`config.mk`:
```
export PLATFORM = sky130hd
export DESIGN_NAME = fritz_fault_harness
export DESIGN_NICKNAME = d
export VERILOG_FILES = /design/src/rtl/fritz_fault_harness.sv
export SDC_FILE = /design/constraint.sdc
export NUM_CORES = 1
export LEC_CHECK = 0
export BUFFER_PORTS_ARGS = -buffer_cell sky130_fd_sc_hd__clkbuf_2
export CORE_MARGIN = 2
export CORE_UTILIZATION = 45
export CTS_CLUSTER_DIAMETER = 60
export CTS_CLUSTER_SIZE = 12
export DETAILED_ROUTE_END_ITERATION = 12
export GPL_TIMING_DRIVEN = 0
export PLACE_DENSITY_LB_ADDON = 0.12
export SETUP_SLACK_MARGIN = 0.4
export SYNTH_ARGS = -nofsm -noshare
export SYNTH_HDL_FRONTEND = slang
export SYNTH_SLANG_ARGS = --single-unit
```
`constraint.sdc`:
```
create_clock -name CK -period 3.13 [get_ports CK]
set_clock_uncertainty 0.05 [all_clocks]
set_input_delay 0.1565 -clock CK [delete_from_list [all_inputs] [get_ports CK]]
set_output_delay 0.1565 -clock CK [all_outputs]
set_load 0.02 [all_outputs]
```
`src/rtl/fritz_fault_harness.sv`:
```
`default_nettype none
// ============================================================================
// Module      : fritz_fault_harness
// Description : Multi-lane C9 redundant-network evaluator with one
//               programmable stuck-at fault and a detection counter.
// Revision    : 1.0 - initial release
// ============================================================================
module fritz_fault_harness #(
    parameter int LANES  = 4,
    parameter int LANE_W = 2,
    parameter int CNT_W  = 16
) (
    input  logic                 CK,
    input  logic                 RST,
    input  logic                 in_valid,
    output logic                 in_ready,
    input  logic [4*LANES-1:0]   in_data,
    output logic                 out_valid,
    input  logic                 out_ready,
    output logic [LANES-1:0]     out_data,
    input  logic                 flt_we,
    input  logic [LANE_W-1:0]    flt_lane,
    input  logic [3:0]           flt_node,
    input  logic                 flt_val,
    input  logic                 det_clr,
    output logic [CNT_W-1:0]     det_cnt,
    output logic [LANES-1:0]     det_lanes
);

    localparam logic [CNT_W-1:0] c_cnt_max = {CNT_W{1'b1}};

    logic [LANE_W-1:0] r_flt_lane;
    logic [3:0]        r_flt_node;
    logic              r_flt_val;

    logic              r_out_valid;
    logic [LANES-1:0]  r_out_data;
    logic [CNT_W-1:0]  r_det_cnt;
    logic [LANES-1:0]  r_det_lanes;

    logic [LANES-1:0]  w_y;
    logic              w_accept;
    logic              w_dev;

    // Lanes at or beyond LANES never match, so an out-of-range lane disables the fault.
    for (genvar i = 0; i < LANES; i++) begin : g_lane
        logic [3:0] w_g;
        logic       w_hit;
        logic [8:1] w_frc;
        logic       w1, w2, w3, w4, w5, w6, w7, w8;

        assign w_g   = in_data[4*i +: 4];
        assign w_hit = (r_flt_lane == LANE_W'(i));

        for (genvar k = 1; k <= 8; k++) begin : g_node
            assign w_frc[k] = w_hit && (r_flt_node == 4'(k));
        end

        assign w1 = w_frc[1] ? r_flt_val : ~w_g[1];
        assign w2 = w_frc[2] ? r_flt_val : (w_g[2] | w_g[3]);
        assign w3 = w_frc[3] ? r_flt_val : ~(w_g[0] & w1);
        assign w4 = w_frc[4] ? r_flt_val : (w1 & w_g[2]);
        assign w5 = w_frc[5] ? r_flt_val : (w2 | w_g[3]);
        assign w6 = w_frc[6] ? r_flt_val : (w3 & w4 & w2);
        assign w7 = w_frc[7] ? r_flt_val : (w_g[2] & w5);
        assign w8 = w_frc[8] ? r_flt_val : ~w_g[2];

        assign w_y[i] = w6 | w7 | w8;
    end

    assign in_ready = ~r_out_valid | out_ready;
    assign w_accept = in_valid & in_ready;
    assign w_dev    = ~&w_y;

    // A write lands at the clock edge, so a beat accepted alongside it sees the old config.
    always_ff @(posedge CK or posedge RST) begin
        if (RST) begin
            r_flt_lane <= '0;
            r_flt_node <= '0;
            r_flt_val  <= 1'b0;
        end else if (flt_we) begin
            r_flt_lane <= flt_lane;
            r_flt_node <= flt_node;
            r_flt_val  <= flt_val;
        end
    end

    always_ff @(posedge CK or posedge RST) begin
        if (RST) begin
            r_out_valid <= 1'b0;
            r_out_data  <= '1;
        end else if (w_accept) begin
            r_out_valid <= 1'b1;
            r_out_data  <= w_y;
        end else if (out_ready) begin
            r_out_valid <= 1'b0;
        end
    end

    always_ff @(posedge CK or posedge RST) begin
        if (RST) begin
            r_det_cnt   <= '0;
            r_det_lanes <= '0;
        end else if (det_clr) begin
            r_det_cnt   <= '0;
            r_det_lanes <= '0;
        end else if (w_accept) begin
            if (w_dev && (r_det_cnt != c_cnt_max)) begin
                r_det_cnt <= r_det_cnt + 1'b1;
            end
            r_det_lanes <= r_det_lanes | ~w_y;
        end
    end

    assign out_valid = r_out_valid;
    assign out_data  = r_out_data;
    assign det_cnt   = r_det_cnt;
    assign det_lanes = r_det_lanes;

endmodule
`default_nettype wire
```
Yosys cells after proc, flatten, opt, wreduce, memory -nomap -nowiden
Cells that the tools add are included.

storage, ports and cells
  register bits = 32
  output and inout bits = 26
  logic and storage cells = 152

cells by class
  add/sub/neg operators = 1
  eq/ne operators = 12
  multiplexer cells = 39
  bitwise logic cells = 53
  reductions and logical operators = 40

operator list
  operator               number
  $mux 16                3
  $mux 1                 34
  $logic_and 1x1->1      33
  $and 1x1->1            21
  $or 1x1->1             17
  $add 16x1->16 const B  1
  $eq 4x3->1 const B     4
  $ne 16x16->1 const B   1
  $not 1->1              13
  $eq 4x2->1 const B     2
  $mux 4                 2
  $reduce_bool 2->1      3
  $eq 2x2->1 const B     2
  $eq 4x1->1 const B     1
  $eq 4x4->1 const B     1
  $not 4->4              1
  $or 4x4->4             1
  $reduce_and 4->1       1
  $eq 2x1->1 const B     1
  $logic_not 2->1        1
  $reduce_and 2->1       1
  $logic_not 1->1        1

Logic depth before layout (Yosys ltp)
Gate-level depths: netlist of the first run.

  word-level depth = 17
  gate-level depth with buffers = 7
  mapped depth without buffers = 6

Worst setup path after synthesis of the first run
Ideal clock, no wire load.

  kind = register -> register
  from = register r_flt_node[0]
  to = register r_det_cnt[2], in the netlist det_cnt[2]
  setup time = 0.128 ns
  data arrival time = 2.150 ns
  required time = 2.952 ns
  path slack = 0.802 ns
  cell stages (with the launch flop) = 8
  buffers on the path = 1
  period minus slack after synthesis = 2.328 ns
  cells stage by stage = dfrtp_1 -> or4b_4 -> a22o_1 -> o22ai_2 -> nor4_2 -> buf_6 -> nor3b_1 -> mux2_1

on the way
  word-level cells in the longest chain between the ends = 16
  elaborated cells on any way between the ends = 113
  classes of those cells = eq/ne (8); mux (32); bitwise (36); reduce/logical (37)

ends and longest elaborated chain
  what                           line  text
  start: declaration             33    logic [3:0] r_flt_node;
  start signal: assignment       83    r_flt_node <= flt_node;
  $eq 4x1->1                     56    assign w_frc[k] = w_hit && (r_flt_node == 4'(k));
  $logic_and 1x1->1              56
  $mux 1                         59    assign w1 = w_frc[1] ? r_flt_val : ~w_g[1];
  $and 1x1->1                    61    assign w3 = w_frc[3] ? r_flt_val : ~(w_g[0] & w1);
  $not 1->1                      61
  $mux 1                         61
  $and 1x1->1 (2 in series)      64    assign w6 = w_frc[6] ? r_flt_val : (w3 & w4 & w2);
  $mux 1                         64
  $or 1x1->1 (2 in series)       68    assign w_y[i] = w6 | w7 | w8;
  $reduce_and 4->1 *             73    assign w_dev = ~&w_y;
  $logic_not 1->1 *              73
  $logic_and 1x1->1 *            108   if (w_dev && (r_det_cnt != c_cnt_max)) begin
  $reduce_bool 2->1 (no line) *  n/a
  $reduce_and 2->1 (no line) *   n/a
  end signal: assignment         109   r_det_cnt <= r_det_cnt + 1'b1;
  end: declaration               38    logic [CNT_W-1:0] r_det_cnt;

Every way passes the cells marked *; elsewhere a longest branch is shown, timed or not.
A chain may end at the register's enable or synchronous reset.

Worst setup path in the final report of the first run
  from = register r_flt_node[2]
  to = register r_det_cnt[11], in the netlist det_cnt[11]

Same word-level chain as after synthesis.

==> metrics.md, run 1 <==
| Metric | Value |
|---|---|
| Post-DRT Antenna Nets | `0` |
| Top-area cell type share of the netlist area | `41.3%` |
| Crit Reg-Reg Startpoint | `r_flt_node[2]` |
| Arrival time worst endpoint | `2.66 ns` |
| Wirelength, routed | `3.85 mm` |
| Syn Inst Count | `169` |
| Placer congestion estimate | `0.798` |
| Power per cell area | `435 mW/mm^2` |
| Num ports | `55` |
| FF-to-FF setup slack | `0.59 ns` |
| Placed Instances | `270` |
| Setup WS post-layout | `0.587 ns` |
| Avg WL per Cell | `13.8 um` |
| CTS tree | `built` |
| Fillers | `328` |
| Delay of the slowest critical-path stage | `0.56 ns` |
| Cell Rows | `22` |
| Worst-case clock buffer depth | `2` |
| Sequential area share after synthesis | `47.5%` |
| Post-Route Setup TNS | `0 ns` |
| Routed via count | `1,541` |
| Type of the worst min-delay path | `in -> reg` |
| Worst Hold Depth | `2` |
| Register Area | `806 um^2` |
| Cell variety after synth | `38` |
| Critical Path, Cell by Cell | `or4b_4, a22o_1, o22ai_2, nor4_2, buf_6, nor3b_1, mux2_1` |
| Synthesis-stage register bit count | `32` |
| Initial antenna violation count | `0` |
| CP Capture Type | `flip-flop` |
| Fin crit share | `81.2%` |
| Worst relative slew slack | `42.1%` |
| Min cycle time layout | `2.54 ns` |
| Worst endpoint required time | `3.25 ns` |
| Gr ovfl total | `0` |
| Starting Density | `46.7%` |
| Final Hold Fails | `0` |
| # diodes | `0` |
| Setup Viol. Count Final | `0` |
| Critical Path Source Type | `flip-flop` |
| Pre-CTS setup slack | `0.574 ns` |
| Post-synth EDFFs | `0` |
| Final #Nets | `261` |
| Leading area contributor after synthesis | `dfrtp_1` |
| Worst path slowest cell | `or4b_4` |
| Die W | `65.4 um` |
| # DRC | `0` |
| Ys flop type | `dfrtp_1` |
| Critical path fanouts, max | `10` |
| Final hold slack | `0.0261 ns` |
| Reg2Reg Capture Point | `det_cnt[11]` |
| Area added between synthesis and finish | `28.2%` |
| Proportion of layout cells with a drive suffix above 1 | `34.1%` |
| Met3 global-route usage | `3.60%` |
| Pins Over Slew Limit | `0` |
| Met1 Use GR | `24.3%` |
| Post-synthesis async set-or-reset flop share | `100%` |
| Actual slew at the worst max-slew pin | `0.862 ns` |
| Largest net degree at the start of global routing | `33` |
| Met2 Use GR | `34.1%` |
| Global-route wire length before repair | `6.56 mm` |
| Port Buf Inserts | `53` |
| Lkg Pwr | `0.000997 uW` |
| Top post-synthesis cells by area | `dfrtp_1 (41%), dfstp_2 (6.2%), a21oi_1 (4.7%)` |
| RSZ-0062 raised after global routing | `no` |
| Critical path class | `reg -> reg` |
| Num CTS Buffers | `5` |
| Die H | `65.4 um` |
| Clk_lat worst skew | `0.28 ns` |
| H-tree depth | `2` |
| Netlist Area Pre-Place | `0.00170 mm^2` |
| Tot GR Track Use | `19.4%` |
| Vias in the first global route | `1,478` |
| Fmax achieved | `393 MHz` |
| Commonest cells in the netlist | `dfrtp_1 (28), a21oi_1 (16), nor2_1 (14), nand2_1 (8)` |
| Syn. warnings | `0` |
| Root Buffer | `clkbuf_8` |
| Average size of a mapped cell | `10.0 um^2` |
| Initial DRC Count | `73` |
| Overall power | `947 uW` |
| Status | `complete, no violations` |
| TritonCTS Sinks | `32` |
| Reg2Reg Depth | `7` |
| Core Area | `0.00363 mm^2` |
| Multi-input logic area | `836 um^2` |
| Top-count cell post-synth | `dfrtp_1` |
| Non-filler instance count after layout | `280` |
| Die area | `0.00428 mm^2` |
| Register clock-pin slew on the reported worst setup and hold paths | `0.08 ns` |
| Hold Startpoint | `in_valid` |
| Vias/cell | `5.50` |
| VDD IR max | `0.245 mV` |
| Final HPWL DP | `2.78 mm` |
| Max cap viols | `0` |
| Hold endpoint | `out_valid` |
| Synthesized Nets | `199` |
| DR pass1 iterations | `5` |
| Gr busiest metal | `met2` |
## worst max-delay path: cells and delay by family, from the launching register on
kind | cells | cell delay, ns
compound gates | 2 | 0.48
buf+inv | 1 | 0.17
flops | 1 | 0.44
mux | 1 | 0.35
simple gates | 3 | 0.96
## placed cells by master, fill, tap and decap left out, types with 2 or more instances in the layout
master    netlist  routed
dfrtp_1        28      28
nor3_1          5       5
nand2_1         8       8
inv_1           6       6
nor2_1         14      14
and3_1          6       6
nand2b_1        2       2
o31ai_1         4       4
a21oi_1        16      15
nor2b_1         7       7
nor3b_1         4       4
o22a_1          2       2
o21a_1          3       3
and2_1          2       2
nand4_1         4       4
mux2_1          7       7
o21ai_0         6       6
or4_1           4       4
clkbuf_8        0       5
clkbuf_2        0      53
buf_6           2       2
clkbuf_1        3       3
nand3_1         6       6
dfstp_2         4       4
or3_1           4       4
mux2_2          7       7
nand3b_1        2       2
## what timing repair did
item	CTS	global route
resized for setup	0	1
hold buffers	0	1
endpoints found under the setup margin	0	1
buffers inserted	0	0
hold endpoints to repair	0	10
## worst max-delay path by stage
stage / start / end / slack [ns] / cells after the start
final: r_flt_node[2] / det_cnt[11] / 0.59 / 7
after global routing: r_flt_node[0] / det_cnt[4] / 0.42 / 7
after CTS: r_flt_node[0] / det_cnt[11] / 0.57 / 7
after detailed placement: r_flt_node[0] / det_cnt[11] / 0.57 / 7
after global placement: r_flt_node[0] / det_cnt[11] / 0.61 / 7
after floorplan: r_flt_node[0] / det_cnt[2] / 0.80 / 7
## where the power goes
part	internal [uW]	total (uW)	switching [uW]
sequential	429	443	14.2
combinational	50.7	112	61.0
clock	235	393	157
## per-layer routing
| layer | up-vias | part of all wire [%] |
|---|---|---|
| li1 | 747 | - |
| met1 | 739 | 45 |
| met2 | 51 | 48 |
| met3 | 4 | 6.0 |
| met4 | 0 | 0.75 |
| met5 | - | 0 |
## sequential cells by signal, indices dropped and copies added, names as in the netlist
name	count
out_data	4
r_flt_lane	2
det_lanes	4
r_flt_node	4
r_flt_val	1
det_cnt	16
out_valid	1
## through the flow
stage                     instance area, um^2  utilization (%)
final                                    2180             59.9
after global routing                     2180             59.9
after CTS                                2130             58.7
after detailed placement                 2020             55.7
after global placement                   2020             55.7
after floorplan                          1700                -
## area by class of cell
class | instances | share of cell area (%)
buffer | 6 | 1.73
clock buffer | 5 | 3.16
clock inverter | 3 | 1.96
inverter | 6 | 1.04
multi-input combinational | 125 | 38.4
sequential | 32 | 37.0
tap | 48 | 2.76
timing repair buffer | 55 | 13.9
## logic make-up (layout without fill, tap and decap cells)
kind of cell | count (synthesis) | after routing | synth area share (%)
compound gates | 36 | 36 | 13.6
fa+ha+maj | 1 | 1 | 0.737
buf+inv | 12 | 75 | 3.54
flops | 32 | 32 | 47.5
mux | 14 | 14 | 9.29
simple gates | 74 | 74 | 25.4
(Power assumes the default switching activity.)
==> run 2: changes to the inputs <==
Clock period 3.13 ns to 2.5 ns, I/O delays scaled along.
==> run 2 against run 1 <==
  * Non-clock buffer count rose by 13
  * Sequential power grew 25%
  * Cell area up 12%
  * First-iteration DRC count down 32%
  * Maximum frequency rose by 8.1%
  * Critical path depth unchanged
  * Critical path type unchanged
  * Global-route usage increased by 2.8 points
  * Flip-flop and latch count stayed put
  * Clock power increased by 23%
  * Utilization is 7.2 points higher
==> metrics.md, run 2 (synthesis results as in run 1) <==
| Metric | Value |
|---|---|
| CP Capture Type | `flip-flop (unchanged)` |
| Most frequent cells in the layout | `clkbuf_2 (53), dfrtp_1 (28), nor2_1 (14) (was clkbuf_2 (53), dfrtp_1 (28), a21oi_1 (15))` |
| Min cycle time layout | `2.35 ns (was 2.54 ns)` |
| Worst relative slew slack | `57.0% (was 42.1%)` |
| Critical path fanouts, max | `5 (was 10)` |
| Gr ovfl total | `0 (unchanged)` |
| Reg2Reg Depth | `7 (unchanged)` |
| Max reg flops | `16 (unchanged)` |
| Post-DRT Antenna Nets | `0 (unchanged)` |
| Pins Over Slew Limit | `0 (unchanged)` |
| Met3 WL | `278 um (was 230 um)` |
| Fmax achieved | `425 MHz (was 393 MHz)` |
| H-tree depth | `2 (unchanged)` |
| RSZ-0062 raised after global routing | `yes (was no)` |
| Hold endpoint | `r_flt_node[2] (was out_valid)` |
| Lkg Pwr | `0.00112 uW (was 0.000997 uW)` |
| Wirelength, routed | `4.55 mm (was 3.85 mm)` |
| VDD IR max | `0.331 mV (was 0.245 mV)` |
| Tot GR Track Use | `22.2% (was 19.4%)` |
| Largest net degree at the start of global routing | `33 (unchanged)` |
| DR pass1 iterations | `4 (was 5)` |
| Reg2Reg Capture Point | `det_cnt[9] (was det_cnt[11])` |
| Most common cell after layout, fill and taps aside | `clkbuf_2 (unchanged)` |
| # DRC | `0 (unchanged)` |
| Critical path class | `reg -> reg (unchanged)` |
| Final #Nets | `275 (was 261)` |
| Routed via count | `1,646 (was 1,541)` |
| Die W | `65.4 um (unchanged)` |
| Initial DRC Count | `50 (was 73)` |
| Worst endpoint required time | `2.62 ns (was 3.25 ns)` |
| Routed wl met2 | `2.34 mm (was 1.84 mm)` |
| Critical Path Source Type | `flip-flop (unchanged)` |
| Cell area after layout | `0.00244 mm^2 (was 0.00218 mm^2)` |
| Proportion of layout cells with a drive suffix above 1 | `44.7% (was 34.1%)` |
| Power per cell area | `504 mW/mm^2 (was 435 mW/mm^2)` |
| CTS tree | `built (unchanged)` |
| Initial antenna violation count | `0 (unchanged)` |
| Fillers | `294 (was 328)` |
| Placer congestion estimate | `0.771 (was 0.798)` |
| Register clock-pin slew on the reported worst setup and hold paths | `0.07 ns (was 0.08 ns)` |
| DR top layer | `met4 (unchanged)` |
| Root Buffer | `clkbuf_8 (unchanged)` |
| Die H | `65.4 um (unchanged)` |
| Actual slew at the worst max-slew pin | `0.644 ns (was 0.862 ns)` |
| Port Buf Inserts | `53 (unchanged)` |
| Die area | `0.00428 mm^2 (unchanged)` |
| Type of the worst min-delay path | `in -> reg (unchanged)` |
| Vias/cell | `5.60 (was 5.50)` |
| Crit Reg-Reg Startpoint | `r_flt_node[2] (unchanged)` |
| Cell Rows | `22 (unchanged)` |
| Final Hold Fails | `0 (unchanged)` |
| Num ports | `55 (unchanged)` |
| Starting Density | `46.7% (unchanged)` |
| Arrival time worst endpoint | `2.47 ns (was 2.66 ns)` |
| Status | `complete, no violations (unchanged)` |
| FF-to-FF setup slack | `0.15 ns (was 0.59 ns)` |
| Final HPWL DP | `2.89 mm (was 2.78 mm)` |
| Clk_lat worst skew | `0.29 ns (was 0.28 ns)` |
| Setup Viol. Count Final | `0 (unchanged)` |
| # diodes | `0 (unchanged)` |
| Area added between synthesis and finish | `43.6% (was 28.2%)` |
| Core Area | `0.00363 mm^2 (unchanged)` |
| Avg WL per Cell | `15.5 um (was 13.8 um)` |
| Max cap viols | `0 (unchanged)` |
| Hold Startpoint | `flt_node[2] (was in_valid)` |
| Vias in the first global route | `1,564 (was 1,478)` |
| Worst Hold Depth | `2 (unchanged)` |
| Global-route wire length before repair | `7.20 mm (was 6.56 mm)` |
| TritonCTS Sinks | `32 (unchanged)` |
| Met1 wire length | `1.86 mm (was 1.75 mm)` |
| Post-DP Area | `0.00207 mm^2 (was 0.00202 mm^2)` |
| Num CTS Buffers | `5 (unchanged)` |
| Fin crit share | `94.1% (was 81.2%)` |
| Post-Route Setup TNS | `0 ns (unchanged)` |
| Worst-case clock buffer depth | `2 (unchanged)` |
==> run 2: layer usage <==
layer	up-vias	GRT usage, %
met4	0	6.77
met1	807	27.9
met3	6	5.14
met2	55	38.0
li1	778	-
met5	-	0
==> run 2: where the power goes <==
part	internal [uW]	total (uW)	switching (uW)	leakage [uW]
registers	537	554	16.6	0.000414
clock network	295	484	189	0.0000552
logic	87.0	191	104	0.000653
==> run 2: through the flow <==
step	power [uW]	util, %	setup WS [ns]	hold WS [ns]	instances
after detailed placement	705	57.0	0.0284	0.285	270
after floorplan	651	-	0.245	0.183	169
final	1230	67.1	0.147	0.0271	294
after global routing	1290	67.1	0.0608	0.0294	294
after global placement	699	57.0	0.0890	0.276	270
after CTS	1220	63.5	0.0947	0.0223	288
==> run 2: worst max-delay path by stage <==
stage	end	cells after the start	start	slack, ns
after floorplan	det_cnt[2]	7	r_flt_node[2]	0.24
after global placement	det_cnt[11]	7	r_flt_node[2]	0.09
after detailed placement	det_cnt[2]	7	r_flt_node[2]	0.03
after CTS	det_cnt[3]	7	r_flt_node[2]	0.09
after global routing	det_cnt[4]	7	r_flt_node[2]	0.06
final	det_cnt[9]	7	r_flt_node[2]	0.15
==> run 2: area by class of cell <==
cell class	count	area, um^2	share of cell area [%]
plain buffers	6	37.5	1.54
clock inverters	2	35.0	1.44
flip-flops and latches	32	806	33.0
well taps	48	60.1	2.46
inverters	6	22.5	0.924
clock buffers	6	72.6	2.98
multi-input cells	126	1000	41.0
repair buffers	68	404	16.6
==> run 2: critical path: stages, from the launching register on <==
cell and delay, ns:
dfrtp_1 0.41, or4b_4 0.56, a22o_1 0.26, o22ai_4 0.20
nor4_4 0.09, buf_6 0.15, nor3_4 0.20, mux2_4 0.32
==> run 2: what timing repair did <==
item | in CTS | in global routing
cloned | 3 | 0
setup buffers | 6 | 4
endpoints found under the hold margin | 1 | 13
gates resized for setup | 11 | 15
pin swaps | 5 | 6
hold buffers | 1 | 1
setup endpoints to repair | 16 | 16
==> run 3: changes to the inputs <==
Settings changed: MAX_ROUTING_LAYER set to met4.
==> run 3 against run 2 <==
  * Utilization unchanged
  * Routed wire length about the same
  * Count of clock-buffer cells in the layout unchanged
  * Critical endpoint unchanged
  * Global-route usage up 0.57 points
==> metrics.md, run 3 (synthesis results as in run 1) <==
| Metric | Value |
|---|---|
| Status | `complete, no violations (unchanged)` |
| Pre-CTS setup slack | `0.0284 ns (unchanged)` |
| Most common cell after layout, fill and taps aside | `clkbuf_2 (unchanged)` |
| Area added between synthesis and finish | `43.6% (unchanged)` |
| Critical path fanouts, max | `5 (unchanged)` |
| Initial antenna violation count | `0 (unchanged)` |
| Critical path class | `reg -> reg (unchanged)` |
| Worst-case clock buffer depth | `2 (unchanged)` |
| Critical Path Source Type | `flip-flop (unchanged)` |
| CP Capture Type | `flip-flop (unchanged)` |
| Cell Rows | `22 (unchanged)` |
| Initial DRC Count | `61 (was 50)` |
| Register clock-pin slew on the reported worst setup and hold paths | `0.07 ns (about the same)` |
| Fmax achieved | `425 MHz (about the same)` |
| Die area | `0.00428 mm^2 (unchanged)` |
| Most frequent cells in the layout | `clkbuf_2 (53), dfrtp_1 (28), nor2_1 (14) (unchanged)` |
| Worst relative slew slack | `57.4% (was 57.0%)` |
| Min cycle time layout | `2.35 ns (about the same)` |
| Final #Nets | `275 (unchanged)` |
| Max cap viols | `0 (unchanged)` |
| Final Hold Fails | `0 (unchanged)` |
| Sw frac | `25.0% (was 25.2%)` |
| TritonCTS Sinks | `32 (unchanged)` |
| Internal Power | `919 uW (about the same)` |
| Lkg Pwr | `0.00112 uW (unchanged)` |
| Core Area | `0.00363 mm^2 (unchanged)` |
| Actual slew at the worst max-slew pin | `0.638 ns (was 0.644 ns)` |
| Wirelength, routed | `4.55 mm (about the same)` |
| Die H | `65.4 um (unchanged)` |
| RSZ-0062 raised after global routing | `yes (unchanged)` |
| Root Buffer | `clkbuf_8 (unchanged)` |
| Crit Reg-Reg Startpoint | `r_flt_node[2] (unchanged)` |
| Largest net degree at the start of global routing | `33 (unchanged)` |
| H-tree depth | `2 (unchanged)` |
| Hold Startpoint | `flt_node[2] (unchanged)` |
| Starting Density | `46.7% (unchanged)` |
| Gr ovfl total | `0 (unchanged)` |
| # diodes | `0 (unchanged)` |
| Combinational group share of total power | `15.6% (was 15.5%)` |
| Global-route wire length before repair | `7.18 mm (was 7.20 mm)` |
| Avg WL per Cell | `15.5 um (about the same)` |
| Final HPWL DP | `2.89 mm (unchanged)` |
| Type of the worst min-delay path | `in -> reg (unchanged)` |
| Fillers | `294 (unchanged)` |
| Placer congestion estimate | `0.781 (was 0.771)` |
| Die W | `65.4 um (unchanged)` |
| Port Buf Inserts | `53 (unchanged)` |
| Setup WS post-layout | `0.146 ns (was 0.147 ns)` |
| Setup Viol. Count Final | `0 (unchanged)` |
| Clock share of power | `39.3% (was 39.4%)` |
| Power per cell area | `503 mW/mm^2 (was 504 mW/mm^2)` |
| Critical Path Source | `r_flt_node[2] (unchanged)` |
| Psw | `307 uW (was 309 uW)` |
| Num ports | `55 (unchanged)` |
| Worst endpoint required time | `2.62 ns (about the same)` |
| Final hold slack | `0.0277 ns (was 0.0271 ns)` |
| Proportion of layout cells with a drive suffix above 1 | `44.7% (unchanged)` |
| Num CTS Buffers | `5 (unchanged)` |
| Fin crit share | `94.2% (was 94.1%)` |
| Post-Route Setup TNS | `0 ns (unchanged)` |
| Tot GR Track Use | `22.8% (was 22.2%)` |
| Pins Over Slew Limit | `0 (unchanged)` |
| VDD IR max | `0.332 mV (was 0.331 mV)` |
| Seq pwr share | `45.2% (was 45.1%)` |
| Fin util | `67.1% (unchanged)` |
| # DRC | `0 (unchanged)` |
| Vias/cell | `5.60 (about the same)` |
| CTS tree | `built (unchanged)` |
| Vias in the first global route | `1,567 (was 1,564)` |
| Routed via count | `1,645 (was 1,646)` |
| DR pass1 iterations | `4 (unchanged)` |
| Post-DRT Antenna Nets | `0 (unchanged)` |
| Arrival time worst endpoint | `2.47 ns (about the same)` |
| Max reg flops | `16 (unchanged)` |
| Clk_lat worst skew | `0.28 ns (was 0.29 ns)` |
==> run 3: cell type report <==
type / instances / area, um^2 / area share (%)
multi-input combinational: 126 / 1000 / 41.0
sequential: 32 / 806 / 33.0
timing repair buffer: 68 / 404 / 16.6
clock buffer: 6 / 72.6 / 2.98
tap: 48 / 60.1 / 2.46
buffer: 6 / 37.5 / 1.54
clock inverter: 2 / 35.0 / 1.44
inverter: 6 / 22.5 / 0.924
==> run 3: metrics by stage <==
stage	std cells	cell area, um^2	power [uW]
2_1_floorplan	169	1740	651
3_5_place_dp	270	2070	705
3_3_place_gp	270	2070	699
4_1_cts	288	2310	1220
6_report	294	2440	1230
5_1_grt	294	2440	1290
==> run 3: worst paths after layout <==
kind                       slack, ns  cells after the start             to
setup / recovery                0.15                      7     det_cnt[9]
hold / removal                  0.03                      2  r_flt_node[2]
setup reg to reg                0.15                      7     det_cnt[9]
hold reg to reg                 0.46                      2   det_lanes[1]
max in group asynchronous       1.41                      4    out_data[0]
min in group asynchronous       0.40                      3     det_cnt[3]
==> run 3: worst max-delay path: stages, from the launching register on <==
cell and delay, ns:
dfrtp_1 0.41, or4b_4 0.56, a22o_1 0.26, o22ai_4 0.20
nor4_4 0.09, buf_6 0.15, nor3_4 0.20, mux2_4 0.32
==> run 3: timing repair <==
item / 4_1_cts / 5_1_grt
resized for setup: 11 / 15
hold endpoints to repair: 1 / 13
cloned: 3 / 0
buffers inserted: 6 / 4
endpoints found under the setup margin: 16 / 16
hold buffers: 1 / 1
pin swaps: 5 / 6
==> run 3: per-layer routing <==
metal / routed length, um / global-route usage [%] / vias to the layer above
li1: - / - / 774
met1: 1930 / 27.8 / 814
met2: 2300 / 38.0 / 49
met3: 232 / 5.14 / 8
met4: 79 / 6.77 / 0
met5: 0 / - / -
==> run 3: power by group through the flow <==
stage | combinational (uW) | clock, uW | sequential [uW]
floorplan | 83.8 | 0 | 567
global placement | 137 | 0 | 562
detailed placement | 141 | 0 | 564
CTS | 170 | 496 | 553
global route | 207 | 522 | 556
finish | 191 | 482 | 554
